[src/rtl/logic_threshold_rx.sv]
// Receive-side logic threshold detector: hysteresis thresholds plus a consecutive-sample
// deglitch delay. Optional rejected-transition counter under LOGIC_RX_GLITCH_CNT_EN.
module logic_threshold_rx #(
  parameter int W     = 12,
  parameter int TH_HI = 3686,
  parameter int TH_LO = 409,
  parameter int DELAY = 4
) (
  input  logic         clk,
  input  logic         rst_n,
  input  logic         sample_valid,
  input  logic [W-1:0] sample,
  output logic         level,
  output logic         rise,
  output logic         fall,
  output logic         undef,
`ifdef LOGIC_RX_GLITCH_CNT_EN
  output logic [15:0]  glitch_cnt,
`endif
  output logic [1:0]   state_dbg
);

  // sample_valid qualifies sample for one cycle; there is no ready, every valid sample is consumed.

  typedef enum logic [1:0] {
    ST_LOW       = 2'd0,
    ST_RISE_PEND = 2'd1,
    ST_HIGH      = 2'd2,
    ST_FALL_PEND = 2'd3
  } state_t;

  localparam logic [W-1:0] TH_HI_C = W'(TH_HI);
  localparam logic [W-1:0] TH_LO_C = W'(TH_LO);
  localparam logic [7:0]   DELAY_C = 8'(DELAY);

  state_t     state;
  logic [7:0] cnt;
  logic [7:0] cnt_inc;
  logic       is_hi;
  logic       is_lo;
  logic       is_mid;

  assign is_hi     = (sample >= TH_HI_C);
  assign is_lo     = (sample <= TH_LO_C);
  assign is_mid    = !is_hi && !is_lo;
  assign cnt_inc   = cnt + 8'd1;
  assign state_dbg = state;

  always_ff @(posedge clk or negedge rst_n) begin
    if (!rst_n) begin
      state <= ST_LOW;
      cnt   <= 8'd0;
      level <= 1'b0;
      rise  <= 1'b0;
      fall  <= 1'b0;
      undef <= 1'b0;
    end else begin
      rise <= 1'b0;
      fall <= 1'b0;
      if (sample_valid) begin
        undef <= is_mid;
        // Mid-band samples fall through every branch: they neither start nor cancel a transition.
        case (state)
          ST_LOW: begin
            if (is_hi) begin
              if (DELAY_C == 8'd1) begin
                state <= ST_HIGH;
                level <= 1'b1;
                rise  <= 1'b1;
                cnt   <= 8'd0;
              end else begin
                state <= ST_RISE_PEND;
                cnt   <= 8'd1;
              end
            end
          end
          ST_RISE_PEND: begin
            if (is_hi) begin
              if (cnt_inc == DELAY_C) begin
                state <= ST_HIGH;
                level <= 1'b1;
                rise  <= 1'b1;
                cnt   <= 8'd0;
              end else begin
                cnt <= cnt_inc;
              end
            end else if (is_lo) begin
              state <= ST_LOW;
              cnt   <= 8'd0;
            end
          end
          ST_HIGH: begin
            if (is_lo) begin
              if (DELAY_C == 8'd1) begin
                state <= ST_LOW;
                level <= 1'b0;
                fall  <= 1'b1;
                cnt   <= 8'd0;
              end else begin
                state <= ST_FALL_PEND;
                cnt   <= 8'd1;
              end
            end
          end
          ST_FALL_PEND: begin
            if (is_lo) begin
              if (cnt_inc == DELAY_C) begin
                state <= ST_LOW;
                level <= 1'b0;
                fall  <= 1'b1;
                cnt   <= 8'd0;
              end else begin
                cnt <= cnt_inc;
              end
            end else if (is_hi) begin
              state <= ST_HIGH;
              cnt   <= 8'd0;
            end
          end
          default: begin
            state <= ST_LOW;
            cnt   <= 8'd0;
          end
        endcase
      end
    end
  end

`ifdef LOGIC_RX_GLITCH_CNT_EN
  logic abort;

  assign abort = sample_valid &&
                 (((state == ST_RISE_PEND) && is_lo) || ((state == ST_FALL_PEND) && is_hi));

  // Saturating so a noisy line cannot wrap the count back to a small value.
  always_ff @(posedge clk or negedge rst_n) begin
    if (!rst_n) begin
      glitch_cnt <= 16'd0;
    end else if (abort && (glitch_cnt != 16'hFFFF)) begin
      glitch_cnt <= glitch_cnt + 16'd1;
    end
  end
`endif

endmodule

[config.mk]
export PLATFORM = sky130hd
export DESIGN_NAME = logic_threshold_rx
export DESIGN_NICKNAME = d
export VERILOG_FILES = /design/src/rtl/logic_threshold_rx.sv
export SDC_FILE = /design/constraint.sdc
export NUM_CORES = 1
export LEC_CHECK = 0
export ABC_AREA = 1
export BUFFER_PORTS_ARGS = -buffer_cell sky130_fd_sc_hd__buf_2
export CAP_MARGIN = 20
export CORE_MARGIN = 2
export CORE_UTILIZATION = 55
export CTS_BUF_LIST = sky130_fd_sc_hd__clkbuf_8
export DETAILED_ROUTE_END_ITERATION = 10
export PLACE_DENSITY = 0.91
export REMOVE_ABC_BUFFERS = 1
export SYNTH_ARGS = -nofsm -noshare
export SYNTH_HDL_FRONTEND = slang
export SYNTH_SLANG_ARGS = --single-unit
[constraint.sdc]
create_clock -name clk -period 2 [get_ports clk]
set_clock_uncertainty 0.15 [all_clocks]
set_input_delay 0.2 -clock clk [delete_from_list [all_inputs] [get_ports clk]]
set_output_delay 0.2 -clock clk [all_outputs]
set_load 0.02 [all_outputs]
* Yosys cells after proc, flatten, opt, wreduce, memory -nomap -nowiden
Cells that the tools add are included.
Cells by class: add/sub/neg operators 1, multiply operators 0, divide/modulo/power cells 0, order comparisons 2, equality and inequality tests 14, shifts and indexed selects 0, mux-type cells 29, bitwise gates (word level) 0, reduce and logical (&&, ||, !) cells 8
Operators with widths (count):
- $mux W8 | 7
- $pmux W8 S4 | 1
- $mux W2 | 8
- $ge A12 B12 Y1 const B | 1
- $le A12 B9 Y1 const B | 1
- $ne A2 B2 Y1 const B | 6
- $ne A3 B3 Y1 const B | 4
- $mux W1 | 11
- $add A8 B1 Y8 const B | 1
- $eq A8 B3 Y1 const B | 1
- $pmux W2 S4 | 1
- $reduce_and A7 Y1 | 1
- $reduce_and A6 Y1 | 1
- $reduce_and A5 Y1 | 1
- $eq A2 B2 Y1 const B | 2
- $eq A2 B1 Y1 const B | 1
- $logic_not A1 Y1 | 2
- $logic_not A2 Y1 | 1
- $pmux W1 S2 | 1
- $reduce_bool A2 Y1 | 1
- $logic_and A1 B1 Y1 | 1
Storage, ports and cells: register bits after elaboration 14, latch bits 0, memory bits (writable) 0, memory bits (read-only) 0, bits of input ports 15, logic and storage cells 60, memories 0

* Depth between registers and ports, before layout
depth after elaboration 6, depth in mapped cells 12, depth with buffers taken out 12

* Worst setup path after synthesis
OpenSTA, ideal clock, no wires.
path type reg2reg, from register cnt[0], to register level, setup time 120 ps, arrival 1315 ps, required time 1730 ps, setup slack 414 ps, cell stages (with the launch flop) 12, buffers on the path 0, clock period less this slack 1586 ps, path through dfrtp_1 ha_1 nand2_1 nor2_2 nand2_1 nand2_1 nand2_2 nand3_2 nor2_2 nand2_2 o21ai_1 nand2_1
Between the ends: longest elaborated chain between the ends 4, elaborated cells on any way between the ends 5, those cells by class add/sub (1); eq/ne (3); reduce/logical (1)
Ends and longest elaborated chain:
- start: declaration | RTL line 37 | logic [7:0] cnt;
- start signal: assignment | RTL line 85 | cnt <= cnt_inc;
- start signal: assignment | RTL line 113 | cnt <= cnt_inc;
- $add A8 B1 Y8 (*) | RTL line 46 | assign cnt_inc = cnt + 8'd1;
- $eq A8 B3 Y1 (*) | RTL line 79, 107
- $ne A2 B2 Y1 (no line)
- $reduce_and A6 Y1 (no line) (*)
- end signal: assignment | RTL line 53 | level <= 1'b0;
- end signal: assignment | RTL line 81 | level <= 1'b1;
- end signal: assignment | RTL line 109 | level <= 1'b0;
- end: declaration | RTL line 13 | output logic level,
Mark *: on every way between the ends. The rest lies on a longest branch, timed or not. A chain may end at the register's enable or synchronous reset.

* Worst setup path after layout
Ends and elaborated chain as after synthesis.

==> results.json <==
{
  "synth_cell_types": 23,
  "power.switching_w": 0.000359,
  "place.gp.congestion": 0.840,
  "rr_worst_depth": 11,
  "synth_edf_count": 0,
  "dr.pass1.iters": 4,
  "netlist_top_cells_area": "dfrtp_1, nand2_1, inv_1, nand3_1, o21ai_0",
  "synth_cells": 130,
  "cp-start-kind": "register",
  "start_util_pct": 59.6,
  "crit_family": "simple AND/OR/NAND/NOR gates",
  "reg2reg_slack_ps": 160,
  "hold_viol": 0,
  "fmaxAchievable_mhz": 544,
  "antenna_found_initial": 0,
  "leakage_nw": 0.572,
  "crit_path_max_incr_delay_ps": 410,
  "io_pins": 21,
  "critPathKind": "register to register",
  "drt_iter0_markers": 25,
  "vias": 942,
  "holdPathEnd": "undef",
  "min_from": "sample_valid",
  "area_growth_pct": 20.2,
  "rsz0062_at_grt": "false",
  "port_buffers": 19,
  "cts_tree": "built",
  "fill_cells": 115,
  "peakVddDrop_mv": 0.732,
  "pwr-share-clk_pct": 29.3,
  "layout-drive-gt1-share_pct": 26.0,
  "pwr-share-comb_pct": 31.3,
  "final_common_cell": "nand2_1",
  "clock_sinks": 14,
  "multi_input_area_sq_um": 498,
  "wl_um": 2220,
  "cp_max_fo": 3,
  "slew_headroom_pct": 78.8,
  "nets": 171,
  "setup_viol": 0,
  "gr-total-overflow": 0,
  "yosys_warnings": 0,
  "die-height_um": 44.9,
  "async_flop_share_pct": 100,
  "synth_seq_area_share_pct": 38.1,
  "coreArea_sq_mm": 0.00154,
  "row_count": 14,
  "cts_made_buffers": 3,
  "tightestPinTransition_ps": 318,
  "arrival_ps": 1820,
  "die-area_sq_mm": 0.00201,
  "min_period_ps": 1840,
  "synth_ff_type": "dfrtp_1",
  "drcViolationCount": 0,
  "status": "complete, no violations",
  "period_share_pct": 92.0,
  "cp_slowest_cell": "dfrtp_1",
  "clkLatencyLatePin_ps": 250,
  "grt_max_degree": 15,
  "syn-cell-area_sq_um": 918,
  "hpwl_um": 1560,
  "globalRouteTotalUtil_pct": 26.2,
  "synth.avg_cell_area_sq_um": 7.06,
  "final_cell_mix": "nand2_1, buf_2, inv_1",
  "r2r-end": "level",
  "htree_levels": 1,
  "drtAntennaViolNets": 0,
  "holdWs_ps": 121,
  "hold_path.class": "primary input to register",
  "cp.required_ps": 1980,
  "grt_first_pass_wirelength_um": 3870,
  "synth_area_leader_cell": "dfrtp_1",
  "p_int_w": 0.000592,
  "cp_cell_sequence": "ha_1 > nand2_1 > nor2_4 > nand2_1 > nand2_1 > nand2_2 > nand3_2 > nor2_2 > nand2_2 > o21ai_1 > nand2_1",
  "crit_buf_inv": 0,
  "switching_share_pct": 37.8,
  "path_clk_slew_ps": 60,
  "grt_pass1_vias": 920,
  "timing.rr.start": "cnt[0]",
  "hold_path_depth": 2,
  "cap_violations": 0,
  "seq_area_sq_um": 350,
  "cts_buffer_depth": 2,
  "die_w_um": 44.9,
  "viasPerCell": 5.54,
  "yosysTopAreaCellShare_pct": 38.1,
  "powerDensity_mw_per_mm2": 862,
  "root_buffer": "clkbuf_8",
  "slew_viol_final": 0,
  "setup-tns-final_ps": 0,
  "seqPwrFrac_pct": 39.4,
  "end_kind": "register",
  "diodes": 0,
  "synth_seq_cells": 14,
  "drt-wirelength-per-cell_um": 13.1,
  "crit_top_cell": "nand2_1"
}
==> synth_stat cells, types with 2 or more instances <==
master	instances
nor2_1	8
o21ai_0	7
dfrtp_1	14
nor2_2	4
nand2_1	39
inv_1	18
nor2_4	2
nand3_1	12
o21ai_1	3
nand3_2	3
nand4_1	4
nand2_2	5
==> stage by stage <==
step	cells	cell area, sq um	power (W)	util (%)	setup WS (ps)
final	170	1100	0.000951	71.6	161
after global routing	170	1100	0.00100	71.6	19.1
after CTS	170	1100	0.000950	71.3	192
after detailed placement	165	1030	0.000666	67.0	249
after global placement	165	1030	0.000649	67.0	300
after floorplan	130	918	0.000569	-	414
==> what timing repair did <==
| action | CTS | global route |
|---|---|---|
| hold buffers | 1 | 0 |
| setup endpoints to repair | 0 | 1 |
| resized for setup | 0 | 1 |
| setup buffers | 0 | 0 |
| hold endpoints to repair | 14 | 0 |
==> worst reg2reg max path: stages, from the launching register on <==
cell and delay, ps:
dfrtp_1 410, ha_1 260, nand2_1 190, nor2_4 70, nand2_1 60, nand2_1 70, nand2_2 80, nand3_2 70
nor2_2 110, nand2_2 90, o21ai_1 120, nand2_1 60
==> layout make-up <==
type,count,area share [%]
Sequential cell,14,31.7
Tap cell,16,1.81
Timing Repair Buffer,20,9.52
Inverter,20,6.80
Clock buffer,4,4.99
Multi-Input combinational cell,96,45.1
==> power by group through the flow <==
stage | clock, W | sequential (W) | combinational (W)
2_1_floorplan | 0 | 0.000395 | 0.000174
5_1_grt | 0.000291 | 0.000380 | 0.000330
3_5_place_dp | 0 | 0.000376 | 0.000290
4_1_cts | 0.000280 | 0.000372 | 0.000298
3_3_place_gp | 0 | 0.000372 | 0.000277
6_report | 0.000279 | 0.000375 | 0.000298
==> state kept, by name, summed over array words and instances (netlist names) <==
signal	flops
cnt	8
rise	1
state_dbg	2
level	1
fall	1
undef	1
==> layer usage <==
layer	track usage [%]	part of all wire, %	vias up
li1	-	-	466
met1	30.7	42	441
met2	47.5	53	31
met3	3.60	4.4	4
met4	11.2	0.95	0
met5	0	0	-
==> cells by family after synthesis <==
family	share of synthesized area, %
and+or+nand+nor	42.9
DFF	38.1
buffers and inverters	8.17
xor gates and xnor gates	0.954
AOI/OAI and AO/OA	8.45
adders and majority gates	1.36
==> how the worst max path moves through the flow <==
stage            from            to  cells past startpoint
6_report       cnt[0]         level                     11
5_1_grt        cnt[0]         level                     10
4_1_cts        cnt[0]         level                     10
2_1_floorplan  cnt[0]         level                     11
3_5_place_dp   cnt[0]         level                     10
3_3_place_gp   cnt[0]  state_dbg[1]                     11
No activity file was read; power rests on OpenSTA's default activity.
